`src/rtl/id_stage.sv`:
```
// id_stage: instruction decode with 8x16 register file, operand forwarding,
// load-use stall detection and wrong-path squash for the 16-bit pipeline.
module id_stage #(
    parameter int NREG = 8,
    parameter int DW   = 16
) (
    input  logic          clock,
    input  logic          reset,
    input  logic          state,
    input  logic [DW-1:0] id_ir,
    input  logic [DW-1:0] ex_alu,
    input  logic [DW-1:0] mem_ir,
    input  logic [DW-1:0] mem_data,
    input  logic [DW-1:0] wb_ir,
    input  logic [DW-1:0] wb_data,
    input  logic          flush,
    output logic [DW-1:0] ex_ir,
    output logic [DW-1:0] reg_A,
    output logic [DW-1:0] reg_B,
    output logic [DW-1:0] smdr,
    output logic          stall
);
    localparam logic EXEC = 1'b1;
    localparam logic [4:0] LOAD = 5'd2, STORE = 5'd3, SLL = 5'd4, SLA = 5'd5, SRL = 5'd6, SRA = 5'd7;
    localparam logic [4:0] ADD = 5'd8, ADDI = 5'd9, SUB = 5'd10, SUBI = 5'd11, CMP = 5'd12;
    localparam logic [4:0] AND = 5'd13, OR = 5'd14, XOR = 5'd15, LDIH = 5'd16;
    localparam logic [4:0] JUMP = 5'd24, JMPR = 5'd25, BZ = 5'd26, BNZ = 5'd27;
    localparam logic [4:0] BN = 5'd28, BNN = 5'd29, BC = 5'd30, BNC = 5'd31;

    logic [DW-1:0] rf_q [NREG];
    logic [DW-1:0] rf_d [NREG];
    logic [DW-1:0] ex_ir_q, ex_ir_d, reg_a_q, reg_a_d, reg_b_q, reg_b_d, smdr_q, smdr_d;
    logic [DW-1:0] a_sel, b_sel, s_sel;
    logic [4:0]    op;
    logic [2:0]    rd, rs1, rs2;
    logic          use_rd, use_rs1, use_rs2, hazard, run, bubble;
    logic          unused_bits;

    function automatic logic writes_reg(input logic [4:0] o);
        return o inside {ADD, SUB, AND, OR, XOR, SLL, SRL, SLA, SRA, ADDI, SUBI, LDIH, LOAD};
    endfunction

    // Youngest producer wins; a LOAD in EX has no value yet and is covered by the stall.
    function automatic logic [DW-1:0] fwd(input logic [2:0] n);
        if (writes_reg(ex_ir_q[15:11]) && ex_ir_q[15:11] != LOAD && ex_ir_q[10:8] == n) return ex_alu;
        if (writes_reg(mem_ir[15:11]) && mem_ir[10:8] == n) return mem_data;
        if (writes_reg(wb_ir[15:11]) && wb_ir[10:8] == n) return wb_data;
        return rf_q[n];
    endfunction

    assign unused_bits = ^{mem_ir[7:0], wb_ir[7:0]};

    always_comb begin
        op      = id_ir[15:11];
        rd      = id_ir[10:8];
        rs1     = id_ir[6:4];
        rs2     = id_ir[2:0];
        a_sel   = '0;
        b_sel   = '0;
        s_sel   = '0;
        use_rd  = 1'b0;
        use_rs1 = 1'b0;
        use_rs2 = 1'b0;
        case (op)
            ADD, SUB, AND, OR, XOR, CMP: begin
                a_sel = fwd(rs1);
                b_sel = fwd(rs2);
                {use_rs1, use_rs2} = 2'b11;
            end
            SLL, SLA, SRL, SRA, LOAD, STORE: begin
                a_sel   = fwd(rs1);
                b_sel   = {{(DW-4){1'b0}}, id_ir[3:0]};
                s_sel   = op == STORE ? fwd(rd) : '0;
                use_rs1 = 1'b1;
                use_rd  = op == STORE;
            end
            ADDI, SUBI, LDIH, JMPR, BZ, BNZ, BN, BNN, BC, BNC: begin
                a_sel  = fwd(rd);
                b_sel  = op == LDIH ? {id_ir[7:0], {(DW-8){1'b0}}} : {{(DW-8){1'b0}}, id_ir[7:0]};
                use_rd = 1'b1;
            end
            default: ;
        endcase
    end

    always_comb begin
        run     = state == EXEC;
        hazard  = ex_ir_q[15:11] == LOAD && ((use_rd && rd == ex_ir_q[10:8]) ||
                  (use_rs1 && rs1 == ex_ir_q[10:8]) || (use_rs2 && rs2 == ex_ir_q[10:8]));
        stall   = run && hazard;
        bubble  = flush || hazard || ex_ir_q[15:11] == JUMP;
        ex_ir_d = !run ? ex_ir_q : bubble ? '0 : id_ir;
        reg_a_d = !run ? reg_a_q : bubble ? '0 : a_sel;
        reg_b_d = !run ? reg_b_q : bubble ? '0 : b_sel;
        smdr_d  = !run ? smdr_q  : bubble ? '0 : s_sel;
        rf_d    = rf_q;
        if (run && writes_reg(wb_ir[15:11])) rf_d[wb_ir[10:8]] = wb_data;
    end

    always_ff @(posedge clock or negedge reset) begin
        if (!reset) begin
            ex_ir_q <= '0;
            reg_a_q <= '0;
            reg_b_q <= '0;
            smdr_q  <= '0;
            rf_q    <= '{default: '0};
        end else begin
            ex_ir_q <= ex_ir_d;
            reg_a_q <= reg_a_d;
            reg_b_q <= reg_b_d;
            smdr_q  <= smdr_d;
            rf_q    <= rf_d;
        end
    end

    assign ex_ir = ex_ir_q;
    assign reg_A = reg_a_q;
    assign reg_B = reg_b_q;
    assign smdr  = smdr_q;
endmodule

```
`config.mk`:
```
export PLATFORM = sky130hd
export DESIGN_NAME = id_stage
export DESIGN_NICKNAME = d
export VERILOG_FILES = /design/src/rtl/id_stage.sv
export SDC_FILE = /design/constraint.sdc
export NUM_CORES = 1
export LEC_CHECK = 0
export ABC_CLOCK_PERIOD_IN_PS = 2440
export CAP_MARGIN = 15
export CELL_PAD_IN_SITES_DETAIL_PLACEMENT = 0
export CELL_PAD_IN_SITES_GLOBAL_PLACEMENT = 1
export CORE_ASPECT_RATIO = 1.2
export CORE_MARGIN = 2
export CORE_UTILIZATION = 46
export DETAILED_ROUTE_END_ITERATION = 10
export MAX_ROUTING_LAYER = met4
export PLACE_DENSITY_LB_ADDON = 0.3
export SYNTH_ARGS = -nofsm -noshare
export SYNTH_HDL_FRONTEND = slang
export SYNTH_SLANG_ARGS = --single-unit
```
`constraint.sdc`:
```
create_clock -name clock -period 2.44 [get_ports clock]
set_input_delay 0.488 -clock clock [delete_from_list [all_inputs] [get_ports clock]]
set_output_delay 0.488 -clock clock [all_outputs]
set_load 0.05 [all_outputs]
```
==> metrics.md <==
| Metric | Value |
|---|---|
| Outcome | `finished with violations` |
| Failing checks | `negative setup slack` |
| First-pass GRT wire length | `60100 um` |
| Synth warn | `0` |
| Placed Cells | `1503` |
| CP Class | `input pin to output pin` |
| Most frequent cells in the layout | `mux2_2 (188), dfrtp_1 (185), clkdlybuf4s50_1 (134)` |
| Sink Count | `~190` |
| Vias in the first global route | `about 10000` |
| Post-Place Setup Slack | `-0.473 ns` |
| R2r startpoint | `ex_ir[12]` |
| Synth cell types | `between 50 and 60` |
| Pwr/cell area | `between 700 and 800 nW/um2` |
| Hold Path Depth | `2` |
| Final Slew Violations | `0` |
| Top cells by area, synth | `dfrtp_1 (39%), mux2_2 (17%), mux4_2 (16%)` |
| Synth Area per Inst | `around 13 um2` |
| Die X | `approximately 150 um` |
| Synthesis-to-finish area growth | `31.0%` |
| Buf/Inv on CP | `2` |
| Reg2reg path depth | `9` |
| Final Cycle Share | `101%` |
| TNS Setup | `-0.0305 ns` |
| Total gr overflow | `0` |
| Skew-Pair Late Insertion Delay | `0.44 ns` |
| DRC viols | `0` |
| Fmax | `just over 0.4 GHz` |
| Nature of the critical path endpoint | `output pin` |
| Primary FF master, synth | `dfrtp_1` |
| Finish-stage setup viols | `1` |
| Fillcell total | `approximately 2100` |
| Crit path max-delay family | `compound AO/OA/AOI/OAI gates` |
| Routed WL | `39300 um` |
| Ant. Diodes | `0` |
| Slowest cell on crit path | `clkdlybuf4s50_1` |
| Final antenna-violating net count | `0` |
| Post-DP HPWL | `roughly 28000 um` |
| Fraction of layout cells with a size suffix above 1 | `42.6%` |
| Worst hold path endpoint | `reg_B[14]` |
| Global placer's final weighted congestion | `approximately 0.9` |
| Max-cap viol count | `0` |
| Mapped Area | `~12000 um2` |
| Final net count | `around 1300` |
| Top cell type's share of synthesized area | `between 30% and 40%` |
| Syn Inst Count | `971` |
| Overall die height | `about 180 um` |
| Initial DRC Count | `758` |
| Reg2reg setup slack | `about 0.070 ns` |
| Post-Place Cell Area | `between 15000 and 20000 um2` |
| Worst Path Max Fanout | `3` |
| Total Power Consumption | `0.0115 W` |
| # H-tree levels | `4` |
| EDFF count, synth | `0` |
| FF+latch count, synth | `approximately 190` |
| Syn Nets | `between 1000 and 1500` |
| Slew @ Worst Pin | `around 0.54 ns` |
| Largest net degree at the start of global routing | `51` |
| Routed wirelength normalized by instance count | `~25 um` |
| Commonest non-fill, non-tap cell in the layout | `mux2_2` |
| Fin crit period | `between 2 and 2.5 ns` |
| Area leader, netlist | `dfrtp_1` |
| Die area | `roughly 28000 um2` |
| Reg-to-Reg End | `smdr[7]` |
| Clock-pin slew on the worst setup and hold paths | `roughly 0.070 ns` |
| Rows | `65` |
| Crit start category | `input pin` |
| Port bufs | `148` |
| Root buffer cell | `clkbuf_16` |
| Fin. Hold Viols | `0` |
| Post-synthesis sequential area ratio | `between 30 and 40%` |
| Max-slew headroom at the worst pin | `about 64%` |
| Unrepaired setup endpoints after global routing | `true` |
| Arrival @ worst endpoint | `between 1.5 and 2 ns` |
| Hold path start | `reg_B[14]` |
| Min-delay worst type | `register to register` |
| Via density | `6.30` |
| Initial Utilization | `between 40% and 50%` |
| Core box area | `roughly 26000 um2` |
| Final cell count without fillers | `1550` |
| Worst Path Required | `a little under 2 ns` |
| All-layer global routing usage | `29.1%` |
| Antenna violations before repair | `0` |
| Post-route setup slack | `-0.0305 ns` |
| Async set-reset flop share out of synthesis | `between 90% and 100%` |
| Layout Skew | `approximately 0.013 ns` |
| Worst Setup SP | `id_ir[12]` |
| CP Cell Sequence | `clkdlybuf4s50_1 -> nand2b_1 -> a211oi_1 -> o311a_4 -> a21oi_4 -> nor2_4 -> buf_12` |
| Ports | `165` |
| Vias | `9765` |
| Leakage | `between 6 and 7 nW` |
| Iteration count of the initial detailed-routing pass | `7` |
| Design area | `~16000 um2` |
| CTS tree | `yes` |
| Worst vdd ir | `between 0.3 and 0.4 mV` |
| Longest Clk Path Bufs | `2` |
| Max incr delay on CP | `~0.50 ns` |
| CTS buffer count | `17` |
worst max path at each step:
stage                      endpoint  slack (ns)  cells past startpoint
after floorplan           reg_A[10]       0.003                      8
after global placement     rf_q[44]       -0.41                      9
after detailed placement   rf_q[45]       -0.47                      9
after CTS                     stall      -0.007                      7
after global routing          stall       -0.08                      7
final                         stall       -0.03                      7
power breakdown:
| group | leakage [nW] | internal (W) | switching, W | total (W) |
|---|---|---|---|---|
| combinational | 4.00 | 0.00229 | 0.00171 | 0.00399 |
| sequential | 2.44 | 0.00383 | 0.000578 | 0.00441 |
| clock | 0.320 | 0.00180 | 0.00133 | 0.00314 |
| total | 6.76 | 0.00792 | 0.00362 | 0.0115 |
stage by stage:
step	utilization [%]	hold WS [ns]
after detailed placement	57.8	0.476
after global routing	61.4	0.504
after global placement	57.8	0.473
after floorplan	-	0.192
final	61.4	0.491
after CTS	60.8	0.493
timing repair:
action                                 4_1_cts  5_1_grt
buffers inserted                             6        7
hold buffers                                 1        0
endpoints found under the hold margin        1        0
pin swaps                                    3       12
gates resized for setup                     17       18
setup endpoints to repair                    4       43
cloned                                       0        1
sequential cells by signal, indices dropped and copies added (netlist names):
register / count
reg_A: 16
reg_B: 16
ex_ir: 16
smdr: 16
rf_q: 128
worst register-to-register path, cell delays in order (launching register included):
cell and delay [ns]:
dfrtp_2 0.41, buf_6 0.11, or4b_4 0.54, o32ai_4 0.15, and2_4 0.22, nor2_4 0.07
clkbuf_16 0.17, a222oi_1 0.38, buf_4 0.18, o2bb2ai_1 0.05
cell usage after synthesis, drive strengths merged, types with 4 or more instances:
cell and instances:
mux2i 16, nand3 10, o31ai 13, a21o 8, nor2 73, xor2 6
nand2 17, mux2 188, o21ai 6, a2bb2oi 13, inv 21, mux4 96
o221ai 23, dfrtp 192, a222oi 15, o22ai 4, o211ai 13, a32oi 12
a211oi 11, o21a 12, clkbuf 57, nor2b 6, nand2b 4, xnor2 21
o2bb2ai 16, buf 42, a22o 16, a21oi 31
per-layer routing:
layer	wire length, um	vias to the layer above	GRT usage (%)
met5	0	-	-
met4	885	0	8.07
met3	2360	66	4.04
met2	20200	414	49.2
met1	15900	5026	37.0
li1	-	4259	-
area by class of cell:
class | count | area (um2) | area share [%]
clock buffers | 20 | 457 | 2.83
clock inverters | 12 | 195 | 1.21
inverters | 22 | 82.6 | 0.512
multi-input cells | 658 | 7100 | 44.0
flip-flops and latches | 192 | 4810 | 29.8
well taps | 335 | 419 | 2.60
repair buffers | 311 | 3060 | 19.0
logic make-up after synthesis:
logic type      after synthesis  synth area share (%)
simple gates                128                  4.97
buf+inv                     121                  4.63
xor+xnor                     27                  1.92
flops                       192                  39.0
compound gates              203                  13.1
mux                         300                  36.3
No activity file was read; power rests on OpenSTA's default activity.
